[src/rtl/tdm_pkg.sv]
// Shared TDM definitions for the 4:1 serializer and 1:4 demultiplexer.
// Beat 0 carries the most-significant slice of the wide word.
package tdm_pkg;

  localparam int TDM_RATIO = 4;

  typedef logic [1:0] tdm_beat_t;

  // MSB bit position of the slice that beat k occupies in the wide word
  function automatic int tdm_slice_msb(input int k, input int width);
    return (TDM_RATIO - k) * width - 1;
  endfunction

endpackage

[src/rtl/tdm_demux_if.sv]
// Narrow-beat input and wide-word output handshakes of the TDM demultiplexer.
// The slave modport is the demux view; master is the upstream/downstream side.
interface tdm_demux_if #(
    parameter int WIDTH_IN  = 4,
    parameter int WIDTH_OUT = 4 * WIDTH_IN
);
    logic [WIDTH_IN-1:0]  i_data_in;
    logic                 i_valid_in;
    logic                 i_ready_out;
    logic [WIDTH_OUT-1:0] o_data_out;
    logic                 o_valid_out;
    logic                 o_ready_in;
    logic                 o_partial_out;

    modport slave (
        input  i_data_in, i_valid_in, o_ready_in,
        output i_ready_out, o_data_out, o_valid_out, o_partial_out
    );

    modport master (
        output i_data_in, i_valid_in, o_ready_in,
        input  i_ready_out, o_data_out, o_valid_out, o_partial_out
    );
endinterface

[src/rtl/tdm_out_buffer.sv]
// Two-entry in-order FIFO of {partial, data}; entry0 is always the head.
// Simultaneous push and pop keep the count and preserve ordering.
module tdm_out_buffer #(
    parameter int WIDTH = 16
) (
    input  logic             clk_fast,
    input  logic             rst,
    input  logic             push,
    input  logic [WIDTH:0]   push_entry,
    input  logic             pop,
    output logic [WIDTH-1:0] head_data,
    output logic             head_partial,
    output logic             empty,
    output logic             full
);
    logic [WIDTH:0] entry0;
    logic [WIDTH:0] entry1;
    logic [1:0]     count;

    assign head_partial = entry0[WIDTH];
    assign head_data    = entry0[WIDTH-1:0];
    assign empty        = (count == 2'd0);
    assign full         = (count == 2'd2);

    // NOTE: the storage is reset too, because the head entry drives o_data_out,
    // which must read zero after reset.
    always_ff @(posedge clk_fast or posedge rst) begin
        if (rst) begin
            entry0 <= '0;
            entry1 <= '0;
            count  <= 2'd0;
        end else begin
            case ({push, pop})
                2'b10: begin
                    if (count == 2'd0) entry0 <= push_entry;
                    else               entry1 <= push_entry;
                    count <= count + 2'd1;
                end
                2'b01: begin
                    entry0 <= entry1;
                    count  <= count - 2'd1;
                end
                2'b11: begin
                    if (count == 2'd1) begin
                        entry0 <= push_entry;
                    end else begin
                        entry0 <= entry1;
                        entry1 <= push_entry;
                    end
                end
                default: ;
            endcase
        end
    end
endmodule

[src/rtl/tdm_demux.sv]
// 1:4 TDM demultiplexer: reassembles four narrow beats (MSB slice first) into a
// wide word, flushing stalled partial groups zero-filled after an idle timeout.
module tdm_demux
    import tdm_pkg::*;
#(
    parameter int WIDTH_IN       = 4,
    parameter int WIDTH_OUT      = TDM_RATIO * WIDTH_IN,
    parameter int TIMEOUT_CYCLES = 8
) (
    input logic        clk_fast,
    input logic        rst,
    tdm_demux_if.slave bus
);
    localparam int               IDLE_W    = (TIMEOUT_CYCLES < 1) ? 1 : $clog2(TIMEOUT_CYCLES + 1);
    localparam logic [IDLE_W-1:0] IDLE_MAX = IDLE_W'(TIMEOUT_CYCLES);
    localparam tdm_beat_t        LAST_BEAT = tdm_beat_t'(TDM_RATIO - 1);

    tdm_beat_t            cnt;
    logic [IDLE_W-1:0]    idle;
    logic [WIDTH_OUT-1:0] asm_q;
    logic                 buf_full;
    logic                 buf_empty;
    logic                 accept;
    logic                 group_done;
    logic                 flush_pending;
    logic                 push;
    logic [WIDTH_OUT:0]   push_entry;

    // Ready depends only on registered state, never on o_ready_in.
    assign flush_pending   = (TIMEOUT_CYCLES != 0) && (cnt != '0) && (idle == IDLE_MAX);
    assign bus.i_ready_out = ~rst & ~flush_pending & ~(buf_full & (cnt == LAST_BEAT));
    assign accept          = bus.i_valid_in & bus.i_ready_out;
    assign group_done      = accept & (cnt == LAST_BEAT);
    assign push            = group_done | (flush_pending & ~buf_full);
    assign push_entry      = group_done ? {1'b0, asm_q[WIDTH_OUT-1:WIDTH_IN], bus.i_data_in}
                                        : {1'b1, asm_q};

    // NOTE: all state uses non-blocking assignments so every register samples
    // the pre-edge values of its neighbours.
    always_ff @(posedge clk_fast or posedge rst) begin
        if (rst) begin
            cnt   <= '0;
            idle  <= '0;
            asm_q <= '0;
        end else if (push) begin
            cnt   <= '0;
            idle  <= '0;
            asm_q <= '0;
        end else if (accept) begin
            cnt  <= cnt + 1'b1;
            idle <= '0;
            for (int k = 0; k < TDM_RATIO - 1; k++) begin
                if (cnt == tdm_beat_t'(k))
                    asm_q[tdm_slice_msb(k, WIDTH_IN) -: WIDTH_IN] <= bus.i_data_in;
            end
        end else if (cnt == '0) begin
            idle <= '0;
        end else if (idle != IDLE_MAX) begin
            idle <= idle + 1'b1;
        end
    end

    tdm_out_buffer #(.WIDTH(WIDTH_OUT)) u_out_buffer (
        .clk_fast     (clk_fast),
        .rst          (rst),
        .push         (push),
        .push_entry   (push_entry),
        .pop          (bus.o_valid_out & bus.o_ready_in),
        .head_data    (bus.o_data_out),
        .head_partial (bus.o_partial_out),
        .empty        (buf_empty),
        .full         (buf_full)
    );

    assign bus.o_valid_out = ~buf_empty;
endmodule

[src/flat_wrapper.sv]
// flat-port wrapper written by rule: the top's interface ports become plain ports
module tdm_demux_flat import tdm_pkg::*;
#(
    parameter int WIDTH_IN       = 4,
    parameter int WIDTH_OUT      = TDM_RATIO * WIDTH_IN,
    parameter int TIMEOUT_CYCLES = 8
)
  (clk_fast, rst, bus_i_data_in, bus_i_valid_in, bus_o_ready_in, bus_i_ready_out, bus_o_data_out, bus_o_valid_out, bus_o_partial_out);
  tdm_demux_if #(.WIDTH_IN(WIDTH_IN), .WIDTH_OUT(WIDTH_OUT)) bus_i ();
  input logic clk_fast;
  input logic rst;
  input wire logic [$bits(bus_i.i_data_in)-1:0] bus_i_data_in;
  input wire logic [$bits(bus_i.i_valid_in)-1:0] bus_i_valid_in;
  input wire logic [$bits(bus_i.o_ready_in)-1:0] bus_o_ready_in;
  output wire logic [$bits(bus_i.i_ready_out)-1:0] bus_i_ready_out;
  output wire logic [$bits(bus_i.o_data_out)-1:0] bus_o_data_out;
  output wire logic [$bits(bus_i.o_valid_out)-1:0] bus_o_valid_out;
  output wire logic [$bits(bus_i.o_partial_out)-1:0] bus_o_partial_out;
  assign bus_i.i_data_in = bus_i_data_in;
  assign bus_i.i_valid_in = bus_i_valid_in;
  assign bus_i.o_ready_in = bus_o_ready_in;
  assign bus_i_ready_out = bus_i.i_ready_out;
  assign bus_o_data_out = bus_i.o_data_out;
  assign bus_o_valid_out = bus_i.o_valid_out;
  assign bus_o_partial_out = bus_i.o_partial_out;
  tdm_demux #(.WIDTH_IN(WIDTH_IN), .WIDTH_OUT(WIDTH_OUT), .TIMEOUT_CYCLES(TIMEOUT_CYCLES)) u_core (.clk_fast(clk_fast), .rst(rst), .bus(bus_i));
endmodule
[config.mk]
export PLATFORM = sky130hd
export DESIGN_NAME = tdm_demux_flat
export DESIGN_NICKNAME = d
export VERILOG_FILES = /design/src/rtl/tdm_pkg.sv /design/src/rtl/tdm_demux_if.sv /design/src/rtl/tdm_out_buffer.sv /design/src/rtl/tdm_demux.sv /design/src/flat_wrapper.sv
export SDC_FILE = /design/constraint.sdc
export NUM_CORES = 1
export LEC_CHECK = 0
export CAP_MARGIN = 20
export CORE_MARGIN = 5
export CORE_UTILIZATION = 29
export CTS_BUF_LIST = sky130_fd_sc_hd__clkbuf_2 sky130_fd_sc_hd__clkbuf_4 sky130_fd_sc_hd__clkbuf_8
export CTS_CLUSTER_SIZE = 30
export DETAILED_ROUTE_END_ITERATION = 8
export GPL_TIMING_DRIVEN = 0
export PLACE_DENSITY_LB_ADDON = 0.05
export SLEW_MARGIN = 30
export SYNTH_ARGS = -nofsm -noshare
export SYNTH_HDL_FRONTEND = slang
export SYNTH_SLANG_ARGS = --single-unit
[constraint.sdc]
create_clock -name clk_fast -period 3.35 [get_ports clk_fast]
set_input_delay 0.335 -clock clk_fast [delete_from_list [all_inputs] [get_ports clk_fast]]
set_output_delay 0.335 -clock clk_fast [all_outputs]
set_load 0.1 [all_outputs]
==> results.md, run 1 <==
* Initial Util at 0.2938
* Post-Route M1 WL at 3.024 mm
* DRC violations left at 0
* Register area share after synthesis at 0.5026
* Worst R2R End: u_core.u_out_buffer.entry1[7]
* DR WL met2 at around 2.8 mm
* Site row count at 35
* Max Cap Viol at 0
* Root Buffer: clkbuf_8
* Clock Skew at 0.01685 ns
* Top Ports at 27
* CTS tree: built
* Die H at 106.3 um
* Maximum vdd drop at around 0.43 mV
* Top sig layer: met4
* Critical path type: register to register
* Share of the synthesized area in the top cell type at 0.5026
* Gr usage total at 0.1157
* CTS Buf Count at 5
* Worst skew pair latency at 0.32 ns
* Synthesized net count at 246
* Drt initial violations at 27
* Final Hold Fails at 0
* Routability congestion estimate from global placement at about 0.72
* Most frequent cell after synthesis: dfrtp_1
* Max-slew violations at 0
* Type of origin of the critical path: register
* Setup slack, reg-to-reg at 0.37 ns
* Crit path to: u_core.u_out_buffer.entry1[7]
* Netlist Area Pre-Place at 0.002689 mm2
* Critical Path, Cell by Cell: inv_1 -> ha_1 -> nand4bb_4 -> a21oi_4 -> ha_1 -> a22oi_1 -> o21ai_1 -> clkbuf_1 -> nand2_1 -> nand2_1
* Reg2reg path depth at 10
* Core area at 0.009153 mm2
* Min-delay worst type: input port to async pin
* H-tree levels at 2
* Highest clock rate at ~340 MHz
* #FFs+latches synth at 54
* Nets at between 200 and 300
* WL final at 6.142 mm
* Clock transition at path regs at between 0.1 and 0.15 ns
* Initial antenna violation count at 0
* RSZ-0062 raised after global routing: no
* Setup ws final at 0.3702 ns
* Worst r2r src: u_core.cnt[0]
* CP max-delay cell: clkbuf_1
* Worst-Margin Slew at 0.9774 ns
* Setup TNS at 0 ns
* Syn avg cell area at 11.95 um2
* Netlist cell types at 39
* Final min period at a little under 3 ns
* Layout cell share with drive strength beyond 1 at 0.1731
* Async SR Flop Fraction at 1.000
* Sw power at 1.313 mW
* Num Clock Sinks at 54
* Worst Setup SP: u_core.cnt[0]
* Comb power frac at 0.503
* Largest net degree at the start of global routing at 47
* Dominant synthesized flop cell: dfrtp_1
* Crit-path max FO at 10
* Final setup violation count at 0
* CP Capture Type: register
* Switching Fraction at 0.4617
* Leading area contributor after synthesis: dfrtp_1
* DP Area at between 0.003 and 0.004 mm2
* Status: finished clean
* Post-DP HPWL at ~4.2 mm
* Remaining Overflow, GRT at 0
* Pwr per Cell Area at 882.8 mW/mm2
* CP max stage delay at 0.50 ns
* Hold slack at 0.3518 ns
* Clock Path Buffers at 2
* Die width at roughly 110 um
* Cell-internal power at 1.531 mW
* Synth top cells by count: dfrtp_1, nand2_1, a22o_1, ha_1, inv_1
* Remaining antenna violation count at 0
* Post-route clock period utilization at 0.8895
* WL per Instance at between 15 and 20 um
* Die ar. at approximately 0.011 mm2
* First-pass GRT wire length at 10.25 mm
* Clock power frac at 0.140
* Part of the power in registers at 0.357
* IO Port Bufs at 26
* Fillers at a little over 900
* Met3 wire length at about 240 um
* TritonRoute pass-1 iters at 4
* N_diodes at 0
* Area growth syn-to-layout at 19.78%
* Final instance area at approximately 0.0032 mm2
* Vias in the first global route at 1870
* Leakage dissipation at 1.493 nW
* YS warnings at 0
* Largest cells by area after synthesis: dfrtp_1, a22o_1, ha_1
* Final Power at 2.843 mW
* Number of flops mapped to enable cells by yosys at 0
* Vias/cell at 4.652
* Arrival @ worst endpoint at 3.24 ns
* DR vias at 1726
* Cells after synthesis at about 230
* CP required at 3.61 ns
* Slew headroom at 0.3463
* Post-CTS setup buffers at 0
* Worst slack, placed at 0.2284 ns
how the worst min path moves through the flow:
stage	endpoint	depth (start not counted)	slack [ns]	start
floorplan	u_core.u_out_buffer.entry1[12]	2	0.45	u_core.u_out_buffer.entry1[12]
global placement	u_core.u_out_buffer.entry1[12]	2	0.46	u_core.u_out_buffer.entry1[12]
detailed placement	u_core.u_out_buffer.entry1[14]	2	0.46	u_core.u_out_buffer.entry1[14]
CTS	u_core.idle[1]	2	0.35	rst
global route	u_core.idle[1]	2	0.36	rst
finish	u_core.idle[2]	2	0.35	rst
power by group through the flow:
stage	combinational, mW	clock, mW	sequential [mW]
after floorplan	0.692	0	1.45
after global placement	1.43	0	1.03
after detailed placement	1.44	0	1.03
after CTS	1.45	0.422	1.01
after global routing	1.54	0.445	1.05
final	1.43	0.398	1.02
timing repair:
action | 4_1_cts | 5_1_grt
setup endpoints to repair | 0 | 1
gates resized for setup | 0 | 1
hold buffers | 0 | 0
registers in the layout, indices dropped and copies added, names as in the netlist:
register                    flops
u_core.u_out_buffer.count       2
u_core.u_out_buffer.entry1     17
u_core.idle                     4
u_core.u_out_buffer.entry0     17
u_core.asm_q                   12
u_core.cnt                      2
layer usage:
layer,vias to the layer above,GRT usage
met1,832,0.1573
li1,860,-
met5,-,0
met2,28,0.1855
met3,6,0.02793
met4,0,0.02775
layout make-up:
cell class | count | area [um2] | area share
flip-flops and latches | 54 | 1351 | 0.4196
multi-input cells | 151 | 1225 | 0.3803
repair buffers | 27 | 290.3 | 0.09013
well taps | 111 | 138.9 | 0.04312
plain buffers | 9 | 76.32 | 0.02370
clock buffers | 5 | 68.82 | 0.02137
inverters | 11 | 43.79 | 0.01360
clock inverters | 3 | 26.28 | 0.008159
cell usage in the layout, fill, tap and decap left out, types with 2 or more instances in the layout:
| master | instances |
|---|---|
| dfrtp_1 | 54 |
| nand2_1 | 39 |
| clkdlybuf4s50_1 | 25 |
| a22o_1 | 24 |
| ha_1 | 13 |
| mux2_4 | 10 |
| inv_1 | 10 |
| nor2_1 | 10 |
| mux2_2 | 7 |
| buf_6 | 5 |
| a32o_1 | 5 |
| a21oi_1 | 5 |
| clkbuf_8 | 5 |
| nor3_1 | 4 |
| mux2i_1 | 4 |
| o21a_1 | 3 |
| o21ai_0 | 3 |
| nor2b_1 | 2 |
| a21oi_4 | 2 |
| xnor2_1 | 2 |
| nor4b_4 | 2 |
| inv_6 | 2 |
logic make-up (layout without fill, tap and decap cells):
| kind of cell | Yosys count | count (layout) | share of synthesized area |
|---|---|---|---|
| xor+xnor | 3 | 3 | 0.009774 |
| compound gates | 47 | 47 | 0.1456 |
| mux | 21 | 21 | 0.1000 |
| fa+ha+maj | 13 | 13 | 0.06049 |
| simple gates | 67 | 67 | 0.1377 |
| flops | 54 | 54 | 0.5026 |
| buf+inv | 20 | 55 | 0.04374 |
critical path, delay by kind of cell, from the launching register on:
family	cells	cell delay (ns)
buf+inv	2	0.60
fa+ha+maj	2	0.60
compound gates	3	0.84
simple gates	3	0.46
flops	1	0.40
per-stage QoR:
stage	util	instances
after floorplan	-	225
after global routing	0.3519	371
after detailed placement	0.3412	363
after global placement	0.3379	362
after CTS	0.3516	371
final	0.3519	371
No activity file was read; power rests on OpenSTA's default activity.
==> inputs of run 2 (changes only) <==
==> constraint.sdc (replaced) <==
create_clock -name clk_fast -period 3.35 [get_ports clk_fast]
set_input_delay 0.8375 -clock clk_fast [delete_from_list [all_inputs] [get_ports clk_fast]]
set_output_delay 0.8375 -clock clk_fast [all_outputs]
set_load 0.1 [all_outputs]
==> results.md, run 2 (synthesized netlist as in run 1, its figures left out) <==
* DR vias at 1733 (was 1726)
* Max-slew violations at 0 (unchanged)
* Maximum vdd drop at 0.4291 mV (was 0.4293 mV)
* Hold endpoint: u_core.u_out_buffer.entry1[11]
* CTS tree: built (unchanged)
* Final setup violation count at 0 (unchanged)
* Min-delay worst type: register to register (was input port to async pin)
* Setup ws final at 0.1267 ns (was 0.3702 ns)
* Core area at 0.009153 mm2 (unchanged)
* Num Clock Sinks at 54 (unchanged)
* Biggest regs: u_core.u_out_buffer.entry0: 17 flops, u_core.u_out_buffer.entry1: 17 flops, u_core.asm_q: 12 flops (unchanged)
* Initial Util at 0.2938 (unchanged)
* Pwr per Cell Area at 882.7 mW/mm2 (was 882.8 mW/mm2)
* Worst skew pair latency at 0.32 ns (about the same)
* Area growth syn-to-layout at 19.78% (unchanged)
* Type of origin of the critical path: register (unchanged)
* Hold Path Origin: u_core.u_out_buffer.entry1[11]
* Clock Path Buffers at 2 (unchanged)
* H-tree levels at 2 (unchanged)
* Nets at 280 (unchanged)
* Layout cell share with drive strength beyond 1 at 0.1808 (was 0.1731)
* Vias in the first global route at 1864 (was 1870)
* RSZ-0062 raised after global routing: no (unchanged)
* Remaining antenna violation count at 0 (unchanged)
* Clock transition at path regs at 0.11 ns (about the same)
* Commonest cells after routing, fill and taps aside: dfrtp_1, nand2_1, clkdlybuf4s50_1 (unchanged)
* M3 GR Usage at 0.02793 (unchanged)
* CP required at 2.51 ns (was 3.61 ns)
* DP Area at 0.003123 mm2 (unchanged)
* Slew headroom at 0.3463 (unchanged)
* Worst slack, placed at -0.2741 ns (was 0.2284 ns)
* Multi-input gate area at 0.001225 mm2 (unchanged)
* DRC violations left at 0 (unchanged)
* GR Util met2 at 0.1855 (unchanged)
* Top Ports at 27 (unchanged)
* Final min period at 3.223 ns (was 2.980 ns)
* Final instance area at 0.003221 mm2 (unchanged)
* Final Power at 2.843 mW (about the same)
* Critical path type: register to output pin (was register to register)
* CP Capture Type: output pin (was register)
* TritonRoute pass-1 iters at 5 (was 4)
* Highest clock rate at 310.2 MHz (was 335.6 MHz)
* WL per Instance at 16.56 um (about the same)
* Routability congestion estimate from global placement at 0.7187 (unchanged)
* Drt initial violations at 26 (was 27)
* Initial antenna violation count at 0 (unchanged)
* Die ar. at 0.01130 mm2 (unchanged)
* Gr usage total at 0.1157 (unchanged)
* Setup slack, reg-to-reg at 0.45 ns (was 0.37 ns)
* Final Hold Fails at 0 (unchanged)
* Worst r2r src: u_core.cnt[0] (unchanged)
* Busiest layer in global routing: met2 (unchanged)
* Remaining Overflow, GRT at 0 (unchanged)
* Arrival @ worst endpoint at 2.39 ns (was 3.24 ns)
* Leakage dissipation at 1.487 nW (was 1.493 nW)
* Placed cells at 363 (unchanged)
* Fillers at 915 (unchanged)
* Worst R2R End: u_core.u_out_buffer.entry0[2] (was u_core.u_out_buffer.entry1[7])
* Reg2reg path depth at 11 (was 10)
* Non-filler instance count after layout at 371 (unchanged)
* Most common cell after layout, fill and taps aside: dfrtp_1 (unchanged)
* Max Cap Viol at 0 (unchanged)
* Worst-Margin Slew at 0.9774 ns (unchanged)
* WL final at 6.144 mm (was 6.142 mm)
* Root Buffer: clkbuf_8 (unchanged)
* Post-CTS Hold Buffers at 0 (unchanged)
* Site row count at 35 (unchanged)
* Clock Skew at 0.01624 ns (was 0.01685 ns)
* Vias/cell at 4.671 (was 4.652)
* N_diodes at 0 (unchanged)
* Status: finished clean (unchanged)
* Post-DP HPWL at 4.180 mm (unchanged)
* IO Port Bufs at 26 (unchanged)
* Die H at 106.3 um (unchanged)
* Met1 usage at 0.1573 (unchanged)
* Post-route clock period utilization at 0.9622 (was 0.8895)
* CTS Buf Count at 5 (unchanged)
* Setup TNS at 0 ns (unchanged)
* WHS Path Cells at 2
* First-pass GRT wire length at 10.25 mm (about the same)
* Area taken by flip-flops and latches at 0.001351 mm2 (unchanged)
* Crit-path max FO at 10 (unchanged)
* Largest net degree at the start of global routing at 47 (unchanged)
* Die width at 106.3 um (unchanged)
## run 2: changes by cell type in the layout (fill, tap and decap cells not counted), sizes merged
cell	delta
clkdlybuf4s15	+1
dlymetal6s2s	-1
## run 2: metal layers
layer	vias to the layer above	routed length (um)	part of all wire
met1	837	2995	0.49
met4	0	70	0.011
met5	-	0	0
met3	6	263	0.043
li1	861	-	-
met2	29	2815	0.46
## run 2: power breakdown
| part | internal [mW] | switching (mW) |
|---|---|---|
| clock | 0.155 | 0.244 |
| combinational | 0.504 | 0.926 |
| sequential | 0.872 | 0.143 |
| total | 1.53 | 1.31 |
## run 2: area by class of cell
class,instances,area share
clock buffers,5,0.02137
clock inverters,3,0.008159
flip-flops and latches,54,0.4196
multi-input cells,151,0.3803
well taps,111,0.04312
repair buffers,27,0.08974
plain buffers,9,0.02409
inverters,11,0.01360
## run 2: how the worst max path moves through the flow
stage / startpoint / endpoint / slack [ns] / depth (start not counted)
after floorplan: u_core.cnt[0] / bus_i_ready_out / 0.10 / 5
after global placement: rst / u_core.u_out_buffer.entry1[13] / -0.20 / 9
after detailed placement: rst / u_core.u_out_buffer.entry1[12] / -0.27 / 9
after CTS: rst / u_core.u_out_buffer.entry1[7] / 0.05 / 9
after global routing: u_core.cnt[0] / bus_i_ready_out / 0.01 / 6
final: u_core.cnt[0] / bus_i_ready_out / 0.13 / 6
## run 2: what timing repair did
item	in CTS	in global routing
buffers inserted	0	0
setup endpoints to repair	1	10
pin swaps	0	0
resized for setup	3	2
hold endpoints to repair	0	0
## run 2: critical path: stages (launching register included)
cell and delay [ns]:
dfrtp_1 0.42, inv_1 0.12, ha_1 0.30, and4bb_1 0.30, buf_6 0.17, a211oi_2 0.19
clkdlybuf4s15_2 0.58
## run 2: metrics by stage
stage | utilization | hold slack [ns]
5_1_grt | 0.3519 | 0.5066
4_1_cts | 0.3517 | 0.4918
3_5_place_dp | 0.3412 | 0.4633
2_1_floorplan | - | 0.4467
6_report | 0.3519 | 0.4861
3_3_place_gp | 0.3379 | 0.4578
